<file path="src/rtl/axi4_lite_pkg.sv">
// axi4_lite_pkg: response codes, channel FSM states and default-width command entry layouts
// shared by the queued AXI4-Lite master and its bench.
package axi4_lite_pkg;
  localparam logic [1:0] RESP_OKAY   = 2'b00;
  localparam logic [1:0] RESP_EXOKAY = 2'b01;
  localparam logic [1:0] RESP_SLVERR = 2'b10;
  localparam logic [1:0] RESP_DECERR = 2'b11;
  localparam int CMD_ADDR_W = 32;
  localparam int CMD_DATA_W = 32;
  typedef enum logic [1:0] {W_IDLE, W_ISSUE, W_RESP} wr_state_e;
  typedef enum logic [1:0] {R_IDLE, R_ISSUE, R_RESP} rd_state_e;
  typedef struct packed {
    logic [CMD_ADDR_W-1:0]   addr;
    logic [CMD_DATA_W-1:0]   data;
    logic [CMD_DATA_W/8-1:0] strb;
    logic [2:0]              prot;
  } wr_cmd_t;
  typedef struct packed {
    logic [CMD_ADDR_W-1:0] addr;
    logic [2:0]            prot;
  } rd_cmd_t;
endpackage

</file>
<file path="src/rtl/axi4_lite_cmd_fifo.sv">
// axi4_lite_cmd_fifo: synchronous FIFO with full/empty flags; DEPTH must be a power of 2.
module axi4_lite_cmd_fifo #(
  parameter int WIDTH = 8,
  parameter int DEPTH = 4
) (
  input  logic             clk_i,
  input  logic             rst_ni,
  input  logic             push_i,
  input  logic             pop_i,
  input  logic [WIDTH-1:0] din_i,
  output logic [WIDTH-1:0] dout_o,
  output logic             full_o,
  output logic             empty_o
);
  localparam int PW = $clog2(DEPTH);
  logic [WIDTH-1:0] mem_q [DEPTH];
  logic [PW:0] wp_q, rp_q;
  // Extra pointer bit distinguishes full from empty when the indices match.
  assign dout_o  = mem_q[rp_q[PW-1:0]];
  assign empty_o = wp_q == rp_q;
  assign full_o  = (wp_q[PW] != rp_q[PW]) && (wp_q[PW-1:0] == rp_q[PW-1:0]);
  always_ff @(posedge clk_i or negedge rst_ni) begin
    if (!rst_ni) begin
      wp_q <= '0;
      rp_q <= '0;
    end else begin
      if (push_i) wp_q <= wp_q + (PW+1)'(1);
      if (pop_i) rp_q <= rp_q + (PW+1)'(1);
    end
  end
  always_ff @(posedge clk_i) begin
    if (push_i) mem_q[wp_q[PW-1:0]] <= din_i;
  end
endmodule

</file>
<file path="src/rtl/axi4_lite_master_q.sv">
// axi4_lite_master_q: queued AXI4-Lite master; independent read/write channels, each with a
// command FIFO, one outstanding transaction and a watchdog that forces a SLVERR response.
module axi4_lite_master_q
  import axi4_lite_pkg::*;
#(
  parameter int ADDR_W    = 32,
  parameter int DATA_W    = 32,
  parameter int CMD_DEPTH = 4,
  parameter int TIMEOUT   = 256
) (
  input  logic                ACLK,
  input  logic                ARESETn,
  input  logic                wr_cmd_valid,
  output logic                wr_cmd_ready,
  input  logic [ADDR_W-1:0]   wr_cmd_addr,
  input  logic [DATA_W-1:0]   wr_cmd_data,
  input  logic [DATA_W/8-1:0] wr_cmd_strb,
  input  logic [2:0]          wr_cmd_prot,
  input  logic                rd_cmd_valid,
  output logic                rd_cmd_ready,
  input  logic [ADDR_W-1:0]   rd_cmd_addr,
  input  logic [2:0]          rd_cmd_prot,
  output logic                wr_rsp_valid,
  output logic [1:0]          wr_rsp_resp,
  output logic                wr_rsp_timeout,
  output logic                rd_rsp_valid,
  output logic [DATA_W-1:0]   rd_rsp_data,
  output logic [1:0]          rd_rsp_resp,
  output logic                rd_rsp_timeout,
  output logic                wr_busy,
  output logic                rd_busy,
  output logic                AWVALID,
  input  logic                AWREADY,
  output logic [ADDR_W-1:0]   AWADDR,
  output logic [2:0]          AWPROT,
  output logic                WVALID,
  input  logic                WREADY,
  output logic [DATA_W-1:0]   WDATA,
  output logic [DATA_W/8-1:0] WSTRB,
  input  logic                BVALID,
  output logic                BREADY,
  input  logic [1:0]          BRESP,
  output logic                ARVALID,
  input  logic                ARREADY,
  output logic [ADDR_W-1:0]   ARADDR,
  output logic [2:0]          ARPROT,
  input  logic                RVALID,
  output logic                RREADY,
  input  logic [DATA_W-1:0]   RDATA,
  input  logic [1:0]          RRESP
);
  // Same layout as the package entries, sized to this instance.
  typedef struct packed {
    logic [ADDR_W-1:0]   addr;
    logic [DATA_W-1:0]   data;
    logic [DATA_W/8-1:0] strb;
    logic [2:0]          prot;
  } wr_ent_t;
  typedef struct packed {
    logic [ADDR_W-1:0] addr;
    logic [2:0]        prot;
  } rd_ent_t;
  localparam int CW = TIMEOUT > 1 ? $clog2(TIMEOUT + 1) : 1;
  localparam logic [CW-1:0] TO_LAST = CW'(TIMEOUT > 0 ? TIMEOUT - 1 : 0);
  localparam bit WD_EN = TIMEOUT > 0;
  wr_ent_t wf_din, wf_dout, wcmd_q, wcmd_d;
  rd_ent_t rf_din, rf_dout, rcmd_q, rcmd_d;
  logic wf_full, wf_empty, wf_pop, rf_full, rf_empty, rf_pop;
  wr_state_e ws_q, ws_d;
  rd_state_e rs_q, rs_d;
  logic aw_vld_q, aw_vld_d, w_vld_q, w_vld_d, wab_q, wab_d, rab_q, rab_d;
  logic [CW-1:0] wcnt_q, wcnt_d, rcnt_q, rcnt_d;
  logic wv_q, wv_d, wt_q, wt_d, rv_q, rv_d, rt_q, rt_d;
  logic [1:0] wr_q, wr_d, rr_q, rr_d;
  logic [DATA_W-1:0] rdat_q, rdat_d;
  assign wf_din = {wr_cmd_addr, wr_cmd_data, wr_cmd_strb, wr_cmd_prot};
  assign rf_din = {rd_cmd_addr, rd_cmd_prot};
  assign wr_cmd_ready = !wf_full;
  assign rd_cmd_ready = !rf_full;
  axi4_lite_cmd_fifo #(.WIDTH($bits(wr_ent_t)), .DEPTH(CMD_DEPTH)) u_wr_fifo (
    .clk_i(ACLK), .rst_ni(ARESETn), .push_i(wr_cmd_valid && !wf_full), .pop_i(wf_pop),
    .din_i(wf_din), .dout_o(wf_dout), .full_o(wf_full), .empty_o(wf_empty));
  axi4_lite_cmd_fifo #(.WIDTH($bits(rd_ent_t)), .DEPTH(CMD_DEPTH)) u_rd_fifo (
    .clk_i(ACLK), .rst_ni(ARESETn), .push_i(rd_cmd_valid && !rf_full), .pop_i(rf_pop),
    .din_i(rf_din), .dout_o(rf_dout), .full_o(rf_full), .empty_o(rf_empty));
  assign AWVALID = aw_vld_q;
  assign AWADDR  = wcmd_q.addr;
  assign AWPROT  = wcmd_q.prot;
  assign WVALID  = w_vld_q;
  assign WDATA   = wcmd_q.data;
  assign WSTRB   = wcmd_q.strb;
  assign BREADY  = ws_q == W_RESP;
  assign ARVALID = rs_q == R_ISSUE;
  assign ARADDR  = rcmd_q.addr;
  assign ARPROT  = rcmd_q.prot;
  assign RREADY  = rs_q == R_RESP;
  assign wr_rsp_valid   = wv_q;
  assign wr_rsp_resp    = wr_q;
  assign wr_rsp_timeout = wt_q;
  assign rd_rsp_valid   = rv_q;
  assign rd_rsp_data    = rdat_q;
  assign rd_rsp_resp    = rr_q;
  assign rd_rsp_timeout = rt_q;
  assign wr_busy = !wf_empty || ws_q != W_IDLE;
  assign rd_busy = !rf_empty || rs_q != R_IDLE;
  always_comb begin
    ws_d = ws_q;
    wcmd_d = wcmd_q;
    aw_vld_d = aw_vld_q;
    w_vld_d = w_vld_q;
    wcnt_d = wcnt_q;
    wab_d = wab_q;
    wf_pop = 1'b0;
    wv_d = 1'b0;
    wt_d = 1'b0;
    wr_d = wr_q;
    unique case (ws_q)
      W_IDLE: if (!wf_empty) begin
        wf_pop = 1'b1;
        wcmd_d = wf_dout;
        aw_vld_d = 1'b1;
        w_vld_d = 1'b1;
        wcnt_d = '0;
        wab_d = 1'b0;
        ws_d = W_ISSUE;
      end
      W_ISSUE: begin
        aw_vld_d = aw_vld_q && !AWREADY;
        w_vld_d = w_vld_q && !WREADY;
        if (!aw_vld_d && !w_vld_d) ws_d = W_RESP;
      end
      W_RESP: if (BVALID) begin
        ws_d = W_IDLE;
        wv_d = !wab_q;
        wr_d = wab_q ? wr_q : BRESP;
      end
      default: ws_d = W_IDLE;
    endcase
    // A handshake in the expiry cycle completes normally, so the real response wins.
    if (WD_EN && ws_q != W_IDLE && !wab_q && !(ws_q == W_RESP && BVALID)) begin
      wcnt_d = wcnt_q + CW'(1);
      if (wcnt_q == TO_LAST) begin
        wab_d = 1'b1;
        wv_d = 1'b1;
        wt_d = 1'b1;
        wr_d = RESP_SLVERR;
      end
    end
  end
  always_comb begin
    rs_d = rs_q;
    rcmd_d = rcmd_q;
    rcnt_d = rcnt_q;
    rab_d = rab_q;
    rf_pop = 1'b0;
    rv_d = 1'b0;
    rt_d = 1'b0;
    rr_d = rr_q;
    rdat_d = rdat_q;
    unique case (rs_q)
      R_IDLE: if (!rf_empty) begin
        rf_pop = 1'b1;
        rcmd_d = rf_dout;
        rcnt_d = '0;
        rab_d = 1'b0;
        rs_d = R_ISSUE;
      end
      R_ISSUE: if (ARREADY) rs_d = R_RESP;
      R_RESP: if (RVALID) begin
        rs_d = R_IDLE;
        rv_d = !rab_q;
        rr_d = rab_q ? rr_q : RRESP;
        rdat_d = rab_q ? rdat_q : RDATA;
      end
      default: rs_d = R_IDLE;
    endcase
    if (WD_EN && rs_q != R_IDLE && !rab_q && !(rs_q == R_RESP && RVALID)) begin
      rcnt_d = rcnt_q + CW'(1);
      if (rcnt_q == TO_LAST) begin
        rab_d = 1'b1;
        rv_d = 1'b1;
        rt_d = 1'b1;
        rr_d = RESP_SLVERR;
        rdat_d = '0;
      end
    end
  end
  always_ff @(posedge ACLK or negedge ARESETn) begin
    if (!ARESETn) begin
      ws_q <= W_IDLE;
      rs_q <= R_IDLE;
      wcmd_q <= '0;
      rcmd_q <= '0;
      aw_vld_q <= 1'b0;
      w_vld_q <= 1'b0;
      wcnt_q <= '0;
      rcnt_q <= '0;
      wab_q <= 1'b0;
      rab_q <= 1'b0;
      wv_q <= 1'b0;
      wt_q <= 1'b0;
      wr_q <= '0;
      rv_q <= 1'b0;
      rt_q <= 1'b0;
      rr_q <= '0;
      rdat_q <= '0;
    end else begin
      ws_q <= ws_d;
      rs_q <= rs_d;
      wcmd_q <= wcmd_d;
      rcmd_q <= rcmd_d;
      aw_vld_q <= aw_vld_d;
      w_vld_q <= w_vld_d;
      wcnt_q <= wcnt_d;
      rcnt_q <= rcnt_d;
      wab_q <= wab_d;
      rab_q <= rab_d;
      wv_q <= wv_d;
      wt_q <= wt_d;
      wr_q <= wr_d;
      rv_q <= rv_d;
      rt_q <= rt_d;
      rr_q <= rr_d;
      rdat_q <= rdat_d;
    end
  end
endmodule

</file>
<file path="config.mk">
export PLATFORM = sky130hd
export DESIGN_NAME = axi4_lite_master_q
export DESIGN_NICKNAME = d
export VERILOG_FILES = /design/src/rtl/axi4_lite_pkg.sv /design/src/rtl/axi4_lite_cmd_fifo.sv /design/src/rtl/axi4_lite_master_q.sv
export SDC_FILE = /design/constraint.sdc
export NUM_CORES = 1
export LEC_CHECK = 0
export BUFFER_PORTS_ARGS = -buffer_cell sky130_fd_sc_hd__clkbuf_2
export CAP_MARGIN = 15
export CORE_MARGIN = 3
export CORE_UTILIZATION = 52
export DETAILED_ROUTE_END_ITERATION = 16
export PLACE_DENSITY = 0.84
export SLEW_MARGIN = 15
export SYNTH_ARGS = -nofsm -noshare
export SYNTH_HDL_FRONTEND = slang
export SYNTH_SLANG_ARGS = --single-unit
</file>
<file path="constraint.sdc">
create_clock -name ACLK -period 3.11 [get_ports ACLK]
set_clock_uncertainty 0.1 [all_clocks]
set_input_delay 0.4665 -clock ACLK [delete_from_list [all_inputs] [get_ports ACLK]]
set_output_delay 0.4665 -clock ACLK [all_outputs]
set_load 0.01 [all_outputs]
</file>
# Yosys cells after proc, flatten, opt, wreduce, memory -nomap -nowiden
# Memory sizes are Yosys's and may differ from the RTL's. A register that Yosys moved wholly into a read port is not among the register bits.
# Cells that the tools add are included.
dict set report op_classes {
  eq_ne 20
  n_bitwise 2
  add_sub_neg 6
  reduce_logical 43
  mux 60
}
# operator n
set ops {}
lappend ops {{32-bit two-way mux} 5}
lappend ops {{9-bit two-way mux} 6}
lappend ops {{2-bit two-way mux} 16}
lappend ops {{1-bit two-way mux} 29}
lappend ops {{9-bit by 1-bit adder with 9-bit output, second input constant} 2}
lappend ops {{9-bit by 8-bit == test with 1-bit output, second input constant} 2}
lappend ops {{1-bit zero test} 14}
lappend ops {{1-bit logical AND} 13}
lappend ops {{3-bit by 1-bit adder with 3-bit output, second input constant} 4}
lappend ops {{2-bit case mux with 3 select lines} 2}
lappend ops {{2-bit inequality test, second input constant} 5}
lappend ops {{2-bit AND reduction} 5}
lappend ops {{2-bit nonzero test} 5}
lappend ops {{3-bit == test} 2}
lappend ops {{2-bit by 1-bit inequality test with 1-bit output, second input constant} 3}
lappend ops {{3-bit AND reduction} 2}
lappend ops {{2-bit by 1-bit == test with 1-bit output, second input constant} 2}
lappend ops {{2-bit == test} 2}
lappend ops {{2-bit == test, second input constant} 2}
lappend ops {{2-bit zero test} 2}
lappend ops {{1-bit case mux with 2 select lines} 2}
lappend ops {{1-bit logical OR} 2}
lappend ops {{1-bit inequality test} 2}
lappend ops {{1-bit inverter} 2}
dict set report word_totals {
  regBits 78
  mem_count 2
  out_inout_bits 155
  input_bits 151
  ram_bits 424
}
# memory depth width read_ports rd_ports_with_merged_regs write_ports line_no
set mem_list {}
lappend mem_list {u_wr_fifo.mem_q 4 71 1 1 1 axi4_lite_cmd_fifo.sv:16} ;# logic [WIDTH-1:0] mem_q [DEPTH];
lappend mem_list {u_rd_fifo.mem_q 4 35 1 1 1 axi4_lite_cmd_fifo.sv:16}

# Depth between registers and ports, before layout
dict set report depth {
  ltp_word 6
  ltp_mapped 9
  mapped_depth_nobuf 8
}

# Cells and area by module
# A second synthesis with hierarchy kept.
dict set report hier_totals {
  cells_unflattened 1368
  area_unflattened_um2 23030.8
}
# mod cells_per_inst n_inst area_each_um2
set by_module_without_submodules {}
lappend by_module_without_submodules {{axi4_lite_cmd_fifo (u_wr_fifo)} 401 1 10665.2}
lappend by_module_without_submodules {axi4_lite_master_q 754 1 6912.9}
lappend by_module_without_submodules {{axi4_lite_cmd_fifo (u_rd_fifo)} 213 1 5452.7}

# Least setup slack after synthesis
# OpenSTA, ideal clock, no wires.
dict set report synth_timing {
  kind {flip-flop to flip-flop}
  start {reg u_wr_fifo.rp_q[0]}
  end {mem u_wr_fifo.mem_q[3][0] in the netlist's numbering (enable)}
  path_stages_with_launch 5
  slack_ns -0.239
  period_less_slack_ns 3.349
  arrival_time_ns 2.810
  n_path_buf 1
  path_cell_list {dfrtp_1 -> clkbuf_1 -> xnor2_1 -> nand3_1 -> and3_1}
}
dict set report synth_between {
  elab_chain_cells 6
}
# element line_no
set synth_lines {}
lappend synth_lines {{from (decl)} axi4_lite_cmd_fifo.sv:17} ;# logic [PW:0] wp_q, rp_q;
lappend synth_lines {{from (signal assigned)} axi4_lite_cmd_fifo.sv:28} ;# if (pop_i) rp_q <= rp_q + (PW+1)'(1);
lappend synth_lines {{2-bit == test} axi4_lite_cmd_fifo.sv:21} ;# assign full_o = (wp_q[PW] != rp_q[PW]) && (wp_q[PW-1:0] == rp_q[PW-1:0]);
lappend synth_lines {{1-bit logical AND} axi4_lite_cmd_fifo.sv:21}
lappend synth_lines {{1-bit zero test} -}
lappend synth_lines {{via wr_cmd_ready} axi4_lite_master_q.sv:14} ;# output logic wr_cmd_ready,
lappend synth_lines {{1-bit logical AND} axi4_lite_master_q.sv:81} ;# .clk_i(ACLK), .rst_ni(ARESETn), .push_i(wr_cmd_valid && !wf_full), .pop_i(wf_pop),
lappend synth_lines {{1-bit two-way mux} axi4_lite_cmd_fifo.sv:32} ;# if (push_i) mem_q[wp_q[PW-1:0]] <= din_i;
lappend synth_lines {{1-bit two-way mux (implied by the code)} axi4_lite_cmd_fifo.sv:32}
lappend synth_lines {{to (decl)} axi4_lite_cmd_fifo.sv:16}
# The timed path passes the listed nets, and every way through them passes these cells.

# Worst setup path in the final report
dict set report layout_timing {
  start {reg rcnt_q[0]}
  end {reg rdat_q[20], in the netlist rd_rsp_data[20]}
}
dict set report layout_between {
  elab_chain_cells 3
}
# element line_no
set layout_lines {}
lappend layout_lines {{from (decl)} axi4_lite_master_q.sv:72} ;# logic [CW-1:0] wcnt_q, wcnt_d, rcnt_q, rcnt_d;
lappend layout_lines {{from (signal assigned)} axi4_lite_master_q.sv:215} ;# rcnt_q <= rcnt_d;
lappend layout_lines {{9-bit by 8-bit == test with 1-bit output} axi4_lite_master_q.sv:179} ;# if (rcnt_q == TO_LAST) begin
lappend layout_lines {{32-bit two-way mux} axi4_lite_master_q.sv:179}
lappend layout_lines {{32-bit two-way mux} axi4_lite_master_q.sv:177} ;# if (WD_EN && rs_q != R_IDLE && !rab_q && !(rs_q == R_RESP && RVALID)) begin
lappend layout_lines {{via rdat_d[20]} axi4_lite_master_q.sv:75} ;# logic [DATA_W-1:0] rdat_q, rdat_d;
lappend layout_lines {{to (signal assigned)} axi4_lite_master_q.sv:224} ;# rdat_q <= rdat_d;
lappend layout_lines {{to (decl)} axi4_lite_master_q.sv:75}
# The timed path passes the listed nets, and every way through them passes these cells.
# A chain may end at the register's enable or synchronous reset.

==> flow_summary.json <==
{
  "outcome": "finished clean",
  "cpPeakStageDelay_ns": 0.71,
  "crit_family": "buffers and inverters",
  "hold_viol": 0,
  "r2r_start": "rcnt_q[0]",
  "synth_flop_cell": "edfxtp_1",
  "num_vias": 13400,
  "p_per_area_nw_per_um2": 1012,
  "core.rowCount": 76,
  "hold_end": "wr_rsp_resp[1]",
  "synth_area_sq_um": 22840,
  "drive_above_1_share_pct": 31.09,
  "routedWlPerCell_microns": 22.05,
  "rsz0062_at_grt": "no",
  "power.clock.fraction_pct": 25.4,
  "peakVddDrop_mv": 0.8694,
  "ctsResizeCount": 0,
  "coreArea_sq_um": 43270,
  "drc_errors": 0,
  "final_nets": 1944,
  "grt.total_usage_pct": 23.16,
  "p_switching_mw": 9.506,
  "cp.buffers_inverters": 1,
  "worstMarginPinSlew_ns": 0.8775,
  "async_reset_ff_share_pct": 30.26,
  "slew_viol_final": 0,
  "cp.arrival_ns": 2.99,
  "ctsHoldBuffers": 139,
  "dieWidth_microns": 215.6,
  "slowest_stage": "clkinv_1",
  "min_from": "BRESP[1]",
  "synth_enable_flop_cells": 424,
  "worst_r2r_path_depth": 8,
  "syn_area_per_cell_sq_um": 17.54,
  "timing.rr.end": "rd_rsp_data[20]",
  "setup_viol": 0,
  "clock_sinks": 608,
  "postRouteAntennaNets": 0,
  "max_freq_mhz": 382.5,
  "m1WireLength_microns": 20050,
  "cp.required_ns": 3.49,
  "comb_power_share_pct": 31.8,
  "critPathKind": "register to register",
  "wl_microns": 53350,
  "port_buffers": 305,
  "leakage_nw": 11.40,
  "cts.root.buffer_cell": "clkbuf_16",
  "dieArea_sq_um": 46470,
  "cts.reportedPaths.clkPinSlew_ns": 0.06,
  "synth_top_area_share_pct": 55.75,
  "initial_core_util_pct": 52.79,
  "first_iter_violations": 1300,
  "highest_layer": "met5",
  "post_cts_buffers": 0,
  "end_kind": "register",
  "final.min_clock_period_ns": 2.614,
  "cts_buffers": 59,
  "seq_area_frac_synth_pct": 75.91,
  "synth_top_cells_by_count": "edfxtp_1, nand2_1, dfrtp_1",
  "area_delta_synth_final_pct": 25.47,
  "startpoint_type": "register",
  "route.met3.wl_microns": 3987,
  "period_share_pct": 84.06,
  "syn_inst": 1302,
  "hpwl_microns": 29840,
  "crit_top_cell": "ha_1",
  "grt-ovfl-total": 0,
  "holdWs_ns": 0.03640,
  "ys_ff_latch": 608,
  "gp_congestion": 0.7659,
  "seqPwrFrac_pct": 42.9,
  "swShare_pct": 32.77,
  "grt_pass1_vias": 14370,
  "rrSetupSlack_ns": 0.50,
  "die-height_microns": 215.6,
  "synth_top_area_cell": "edfxtp_1",
  "timing.slew.headroom_pct": 41.14,
  "clock_path_buffers": 3,
  "cts_tree": "done",
  "grt_pass1_wl_microns": 82690,
  "synth_area_leaders": "edfxtp_1, dfrtp_1, mux4_2",
  "antenna_found_initial": 6,
  "finalSetupTns_ns": 0,
  "synth_nets": 1467,
  "worstPathMaxFanout": 34,
  "cts-htree-levels": 2,
  "io_pins": 306,
  "synthMostInstantiatedCell": "edfxtp_1",
  "yosys_warnings": 0,
  "route.met2.wl_microns": 27500,
  "intPower_mw": 19.50,
  "viasPerCell": 5.541,
  "grt_max_degree": 72,
  "synthDistinctLibCells": 46,
  "fillerInstances": 2710,
  "crit_chain": "ha_1, nand3_1, or2_2, nor2_1, ha_1, nand2_1, clkinv_1, a21oi_1",
  "max_cap_violations": 0,
  "dr.pass1.iters": 5,
  "clk_latency_ns": 0.62,
  "min_path_cells": 3,
  "hp-class": "input port to register"
}
## per-layer routing
layer	vias up	track usage [%]
met3	131	5.153
li1	5833	-
met5	-	0
met4	4	8.790
met2	591	40.33
met1	6845	28.65
## worst max path at each step
stage | start | to | cells past startpoint
2_1_floorplan | u_rd_fifo.rp_q[1] | u_rd_fifo.mem_q[3][0] | 4
5_1_grt | rcnt_q[0] | rd_rsp_data[8] | 8
3_5_place_dp | rcnt_q[0] | rd_rsp_data[27] | 8
3_3_place_gp | rcnt_q[0] | rd_rsp_data[26] | 8
6_report | rcnt_q[0] | rd_rsp_data[20] | 8
4_1_cts | rcnt_q[0] | rd_rsp_data[8] | 8
## kinds of logic (layout without fill, tap and decap cells)
| kind of cell | after synthesis | in the layout | share of synthesized area, % |
|---|---|---|---|
| compound gates | 71 | 71 | 1.950 |
| other cells | 0 | 4 | 0 |
| buf+inv | 73 | 601 | 1.424 |
| xor+xnor | 18 | 18 | 0.7560 |
| fa+ha+maj | 14 | 14 | 0.7670 |
| simple gates | 365 | 365 | 6.459 |
| flops | 608 | 608 | 75.91 |
| mux | 153 | 153 | 12.74 |
## layout make-up
type | instances | area (sq um) | area share (%)
Clock buffer | 91 | 1779 | 6.209
Tap cell | 585 | 732.0 | 2.554
Sequential cell | 608 | 17350 | 60.53
Multi-Input combinational cell | 621 | 5214 | 18.19
Inverter | 16 | 60.06 | 0.2096
Clock inverter | 21 | 252.7 | 0.8819
Antenna cell | 4 | 10.01 | 0.03493
Timing Repair Buffer | 473 | 3264 | 11.39
## cell usage in the layout, fill, tap and decap left out, types with 3 or more instances in the layout
cell / n
ha_1: 14
xor2_1: 7
bufinv_16: 5
buf_4: 20
nor2_1: 11
and3_4: 4
a21oi_1: 40
dlygate4sd3_1: 139
diode_2: 4
inv_1: 15
clkbuf_16: 61
clkbuf_1: 16
dfrtp_1: 181
mux4_2: 106
a211o_1: 6
xnor2_1: 9
clkbuf_2: 304
mux2_2: 18
clkbuf_8: 15
mux2i_1: 6
clkinv_2: 11
and2_1: 3
nand4_1: 4
nor3_1: 7
nor2b_1: 3
nand3_1: 13
and3_1: 7
o21ai_0: 9
buf_12: 8
edfxtp_1: 424
mux2_1: 23
nand2_1: 305
## stage by stage
stage | total power [mW] | util, % | instance area (sq um) | setup WS (ns) | cells
global placement | 21.00 | 58.24 | 25200 | 0.7063 | 2163
floorplan | 18.14 | - | 22840 | 0.5395 | 1302
detailed placement | 21.48 | 58.24 | 25200 | 0.5522 | 2163
global route | 30.46 | 66.23 | 28660 | 0.2903 | 2418
CTS | 29.06 | 66.15 | 28620 | 0.5371 | 2414
finish | 29.01 | 66.23 | 28660 | 0.4957 | 2419
## worst register-to-register path, stage by stage, from the launching register on
cell and delay (ns):
dfrtp_1 0.40, ha_1 0.24, nand3_1 0.13, or2_2 0.15, nor2_1 0.05, ha_1 0.18, nand2_1 0.11, clkinv_1 0.71
a21oi_1 0.45
## power by group through the flow
stage | clock network, mW | logic [mW] | registers (mW)
finish | 7.36 | 9.21 | 12.4
global route | 7.81 | 10.0 | 12.6
detailed placement | 0 | 9.00 | 12.5
floorplan | 0 | 5.54 | 12.6
CTS | 7.45 | 9.23 | 12.4
global placement | 0 | 8.69 | 12.3
## state kept, by name, summed over array words and instances, names as in the netlist, 3 cells and up
signal and flops:
wcnt_q 9, ARADDR 32, u_rd_fifo.wp_q 3, u_wr_fifo.wp_q 3, u_rd_fifo.mem_q 140, rd_rsp_data 32, AWADDR 32, AWPROT 3
ARPROT 3, u_wr_fifo.mem_q 284, u_wr_fifo.rp_q 3, rcnt_q 9, u_rd_fifo.rp_q 3, WDATA 32, WSTRB 4
No activity file was read; power rests on OpenSTA's default activity.
